`src/rtl/exc_ctrl.sv`:
```
// Exception/ERET sequencer for the MEM stage.
// A taken exception or ERET holds the pipeline and then runs three steps:
//   exception: EPC write -> Status write (EXL set)   -> flush to EXC_VECTOR
//   ERET:                   Status write (EXL clear) -> flush to latched EPC
// Optional macro EXC_CP0_FWD_EN: forward an in-flight WB CP0 write into the
// Status/Cause/EPC values seen here. Without it, wb_cp0_* are ignored.
module exc_ctrl #(
  parameter logic [31:0] EXC_VECTOR = 32'h0000_0020,
  parameter logic [31:0] DS_OFFSET  = 32'h0000_0004
) (
  input  logic        clk,
  input  logic        rst,
  input  logic        mem_valid_i,
  input  logic [31:0] mem_pc_i,
  input  logic        mem_is_delayslot_i,
  input  logic        exc_ri_i,
  input  logic        exc_ov_i,
  input  logic        exc_trap_i,
  input  logic        exc_syscall_i,
  input  logic        exc_eret_i,
  input  logic [31:0] status_i,
  input  logic [31:0] cause_i,
  input  logic [31:0] epc_i,
  input  logic        wb_cp0_we_i,
  input  logic [4:0]  wb_cp0_waddr_i,
  input  logic [31:0] wb_cp0_data_i,
  output logic        stall_req_o,
  output logic        flush_o,
  output logic [31:0] new_pc_o,
  output logic        cp0_we_o,
  output logic [4:0]  cp0_waddr_o,
  output logic [31:0] cp0_data_o,
  output logic [4:0]  exc_code_o,
  output logic        exc_bd_o
);

  typedef enum logic [1:0] {IDLE, SAVE_EPC, SET_STATUS, REDIRECT} state_t;

  state_t      state, state_nxt;
  logic [31:0] st_eff, ca_eff, epc_eff;
  logic [31:0] pc_q, epc_q;
  logic        bd_q, eret_q;
  logic        int_pend, exc_any, take_exc, take_eret;
  logic [4:0]  code_nxt;

`ifdef EXC_CP0_FWD_EN
  // Effective CP0 view: a same-cycle WB write wins; Cause only exposes IP[1:0], IV, WP.
  always_comb begin
    st_eff  = status_i;
    ca_eff  = cause_i;
    epc_eff = epc_i;
    if (wb_cp0_we_i) begin
      case (wb_cp0_waddr_i)
        5'd12: st_eff = wb_cp0_data_i;
        5'd13: begin
          ca_eff[23]  = wb_cp0_data_i[23];
          ca_eff[22]  = wb_cp0_data_i[22];
          ca_eff[9:8] = wb_cp0_data_i[9:8];
        end
        5'd14: epc_eff = wb_cp0_data_i;
        default: ;
      endcase
    end
  end
`else
  assign st_eff  = status_i;
  assign ca_eff  = cause_i;
  assign epc_eff = epc_i;
  logic unused_wb;
  assign unused_wb = ^{wb_cp0_we_i, wb_cp0_waddr_i, wb_cp0_data_i};
`endif

  logic unused_cause;
  assign unused_cause = ^{ca_eff[31:16], ca_eff[7:0]};

  assign int_pend  = st_eff[0] & ~st_eff[1] & (|(ca_eff[15:8] & st_eff[15:8]));
  assign exc_any   = int_pend | exc_ri_i | exc_ov_i | exc_trap_i | exc_syscall_i;
  assign take_exc  = (state == IDLE) & mem_valid_i & exc_any;
  assign take_eret = (state == IDLE) & mem_valid_i & ~exc_any & exc_eret_i;

  // Fixed priority encode of the exception cause.
  always_comb begin
    code_nxt = 5'd8;
    if (int_pend)        code_nxt = 5'd0;
    else if (exc_ri_i)   code_nxt = 5'd10;
    else if (exc_ov_i)   code_nxt = 5'd12;
    else if (exc_trap_i) code_nxt = 5'd13;
  end

  // State register and per-event latches (PC, BD, code, EPC target).
  always_ff @(posedge clk or negedge rst) begin
    if (!rst) begin
      state      <= IDLE;
      pc_q       <= '0;
      bd_q       <= 1'b0;
      eret_q     <= 1'b0;
      epc_q      <= '0;
      exc_code_o <= '0;
      exc_bd_o   <= 1'b0;
    end else begin
      state <= state_nxt;
      if (take_exc) begin
        pc_q       <= mem_pc_i;
        bd_q       <= mem_is_delayslot_i;
        eret_q     <= 1'b0;
        exc_code_o <= code_nxt;
        exc_bd_o   <= mem_is_delayslot_i;
      end else if (take_eret) begin
        epc_q  <= epc_eff;
        eret_q <= 1'b1;
      end
    end
  end

  // Next state and per-state CP0 write / redirect outputs.
  always_comb begin
    state_nxt   = state;
    cp0_we_o    = 1'b0;
    cp0_waddr_o = '0;
    cp0_data_o  = '0;
    flush_o     = 1'b0;
    new_pc_o    = '0;
    case (state)
      IDLE: begin
        if (take_exc)       state_nxt = SAVE_EPC;
        else if (take_eret) state_nxt = SET_STATUS;
      end
      SAVE_EPC: begin
        cp0_we_o    = 1'b1;
        cp0_waddr_o = 5'd14;
        cp0_data_o  = bd_q ? (pc_q - DS_OFFSET) : pc_q;
        state_nxt   = SET_STATUS;
      end
      SET_STATUS: begin
        cp0_we_o    = 1'b1;
        cp0_waddr_o = 5'd12;
        cp0_data_o  = eret_q ? (st_eff & ~32'h2) : (st_eff | 32'h2);
        state_nxt   = REDIRECT;
      end
      REDIRECT: begin
        flush_o   = 1'b1;
        new_pc_o  = eret_q ? epc_q : EXC_VECTOR;
        state_nxt = IDLE;
      end
      default: state_nxt = IDLE;
    endcase
  end

  // Hold request is combinational; gated by reset so it drops immediately.
  assign stall_req_o = rst & ((state != IDLE) | take_exc | take_eret);

endmodule

```
`config.mk`:
```
export PLATFORM = sky130hd
export DESIGN_NAME = exc_ctrl
export DESIGN_NICKNAME = d
export VERILOG_FILES = /design/src/rtl/exc_ctrl.sv
export SDC_FILE = /design/constraint.sdc
export NUM_CORES = 1
export LEC_CHECK = 0
export ABC_AREA = 1
export CAP_MARGIN = 5
export CORE_MARGIN = 2
export CORE_UTILIZATION = 40
export DETAILED_ROUTE_END_ITERATION = 8
export PLACE_DENSITY_LB_ADDON = 0.12
export SYNTH_ARGS = -nofsm -noshare
export SYNTH_HDL_FRONTEND = slang
export SYNTH_SLANG_ARGS = --single-unit
export TNS_END_PERCENT = 30
```
`constraint.sdc`:
```
create_clock -name clk -period 5.6 [get_ports clk]
set_input_delay 1.4 -clock clk [delete_from_list [all_inputs] [get_ports clk]]
set_output_delay 1.4 -clock clk [all_outputs]
set_load 0.01 [all_outputs]
```
==> metrics.md <==
| Metric | Value |
|---|---|
| Status | `completed` |
| GPL Wtd Cong | `0.855` |
| Nets | `between 1000 and 1500` |
| Critical Path Start Type | `primary input` |
| Final setup fails | `0` |
| R2r setup slk | `3460 ps` |
| DR WL met3 | `1050 um` |
| Antenna cells | `0` |
| H-Tree Depth | `3` |
| Fin. max-slew vios | `0` |
| Ys async rst share | `100%` |
| Via-to-Cell Ratio | `4.88` |
| Clock sinks | `72` |
| Initial antenna violation count | `0` |
| Worst EP required | `4200 ps` |
| Tcrit/Tclk final | `86.9%` |
| Max Cap Violations | `0` |
| Die extent in y | `111 um` |
| Antenna-violating nets left | `0` |
| Initial DRC count | `between 150 and 200` |
| WP data arrival | `approximately 3500 ps` |
| CTS Buf Count | `9` |
| Setup Skew | `around 5.2 ps` |
| Post-Syn Area | `between 4000 and 5000 um^2` |
| Starting density of the core | `40.7%` |
| WL/cell | `14.3 um` |
| Post-CTS setup buffer count | `0` |
| Worst hold path type | `reg2reg` |
| Critical R2R Capture | `exc_code_o[2]$_DFFE_PN0P_` |
| Worst slew margin | `a little under a third` |
| Post-Synthesis Cells | `649` |
| Top-area cell type share of the netlist area | `39.1%` |
| Crit. End Element | `output port` |
| Die area | `~12000 um^2` |
| GRT Util Overall | `22.9%` |
| IO buf count | `187` |
| Fin crit period | `4860 ps` |
| Synth Flop Type | `dfrtp_1` |
| Drt total wl | `13900 um` |
| Number of synthesized flops with an enable pin | `0` |
| CTS tree | `built` |
| Boundary pin count | `253` |
| First-pass GRT wire length | `23000 um` |
| Setup TNS | `0 ps` |
| Largest net degree at the start of global routing | `around 70` |
| Worst r2r src | `state[1]$_DFFE_PN0P_` |
| Main area contributors after synthesis | `dfrtp_1, nand2_1, nor2_1, inv_1, a21oi_2` |
| RSZ-0062 raised after global routing | `false` |
| P_leak | `approximately 3.1 nW` |
| Final routed DRC violation total | `0` |
| Fmax | `between 200 and 250 MHz` |
| Vias in the first global route | `4799` |
| Maximum fanout along the worst path | `15` |
| CTS clk-pin slew, worst paths | `~60 ps` |
| Most common cell after layout, fill and taps aside | `clkdlybuf4s50_1` |
| Area grow syn2layout | `47.8%` |
| Top Metal Used | `met4` |
| Worst Setup SP | `status_i[10]` |
| DR WL met2 | `between 6000 and 7000 um` |
| Finished Core Util | `roughly three fifths` |
| Clk Latency, worst-skew pair | `around 330 ps` |
| Syn Area/Cell | `7.10 um^2` |
| Area leader, netlist | `dfrtp_1` |
| Hpwl dp | `10400 um` |
| Overall Power | `between 3 and 4 mW` |
| Die width | `between 100 and 150 um` |
| Resize count post-CTS | `0` |
| Fraction of layout cells with a size suffix above 1 | `9.81%` |
| Peak supply drop | `0.221 mV` |
| Cell Rows | `39` |
| Core Area | `11300 um^2` |
| Slew @ Worst Pin | `1030 ps` |
| Final Hold Vio Count | `0` |
| Pwr Density | `between 400 and 500 nW/um^2` |
| Warnings from Yosys | `0` |
| Synth cell types | `37` |
| Worst R2R Path Depth | `8` |
| Final std cells w/o fill | `969` |
| Smallest hold slack | `491 ps` |
| Commonest non-fill, non-tap cells in the layout | `clkdlybuf4s50_1, nand2_1, nor2_1` |
| Seq/Total Area, Yosys | `39.1%` |
| Hold buffer count at CTS | `0` |
| Via count | `roughly 4700` |
| Critical path capture point | `stall_req_o` |
| 1st-pass router iterations | `5` |
| Setup Crit Path Kind | `in2out` |
| Yosys reg bits | `72` |
| CTS Buffer Depth | `2` |
| Routed metal-1 wire length | `about 6100 um` |
| CTS root buffer | `clkbuf_16` |
| Placed cells | `approximately 950` |
| Remaining global-route overflow | `0` |
[worst max-delay path, stage by stage]
cell             delay (ps)
clkdlybuf4s50_1         500
nand2_1                  80
nand2_1                  60
nor2_1                   40
nand2_1                  60
nand3b_2                150
nand2_1                 130
nand2_2                 200
nand3_1                 180
nand2_1                  70
inv_1                    50
clkdlybuf4s50_1         540
[layout make-up]
cell class | count | area [um^2]
fill | 1106 | 4500
inverter | 83 | 317
clock buffer | 10 | 239
timing repair buffer | 192 | 1910
tap | 143 | 179
clock inverter | 5 | 81.3
multi-input combinational | 464 | 2290
sequential | 72 | 1800
[state kept, by name (all words and copies together), names as in the netlist]
register,flops
bd_q,1
exc_code_o,4
epc_q,32
pc_q,32
state,2
eret_q,1
[kinds of logic (layout without fill, tap and decap cells)]
kind of cell	count (synthesis)	after routing	synth area share (%)
AO/OA/AOI/OAI	126	126	16.3
AND/OR/NAND/NOR	329	329	31.6
other	1	3	0.0813
flip-flops	72	72	39.1
buffers and inverters	115	290	11.4
adder cells (fa/ha/maj)	6	6	1.63
[power by group]
group          switching [mW]  leakage [nW]  internal, mW
sequential              0.162         0.801         0.713
combinational           0.880          2.19         0.643
clock                   0.217         0.155         0.399
[metal layers]
| metal | vias up | track usage, % |
|---|---|---|
| met5 | - | 0 |
| met4 | 0 | 6.83 |
| met3 | 13 | 5.66 |
| met2 | 159 | 38.4 |
| met1 | 2170 | 29.4 |
| li1 | 2391 | - |
[how the worst min path moves through the flow]
stage / startpoint / endpoint / slack, ps / depth (start not counted)
final: pc_q[0]$_DFFE_PN0P_ / pc_q[0]$_DFFE_PN0P_ / 490 / 2
after global routing: pc_q[1]$_DFFE_PN0P_ / pc_q[1]$_DFFE_PN0P_ / 510 / 2
after CTS: pc_q[0]$_DFFE_PN0P_ / pc_q[0]$_DFFE_PN0P_ / 490 / 2
after detailed placement: pc_q[0]$_DFFE_PN0P_ / pc_q[0]$_DFFE_PN0P_ / 480 / 2
after global placement: pc_q[1]$_DFFE_PN0P_ / pc_q[1]$_DFFE_PN0P_ / 460 / 2
after floorplan: pc_q[0]$_DFFE_PN0P_ / pc_q[0]$_DFFE_PN0P_ / 450 / 2
[stage by stage]
stage | area (um^2) | setup WS (ps)
2_1_floorplan | 4620 | 1920
3_3_place_gp | 6500 | 686
3_5_place_dp | 6500 | 694
4_1_cts | 6820 | 685
5_1_grt | 6820 | 440
6_report | 6820 | 736
[Yosys cell counts, drive strengths merged, types with 2 or more instances]
cell / count
dfrtp: 72
inv: 80
clkbuf: 12
ha: 6
nor2: 112
nand3: 35
o21ai: 49
clkinv: 3
a21oi: 74
o21bai: 2
nand3b: 2
nand4: 10
buf: 20
nor3: 3
nand2: 164
Power figures use the tool's default switching activity.
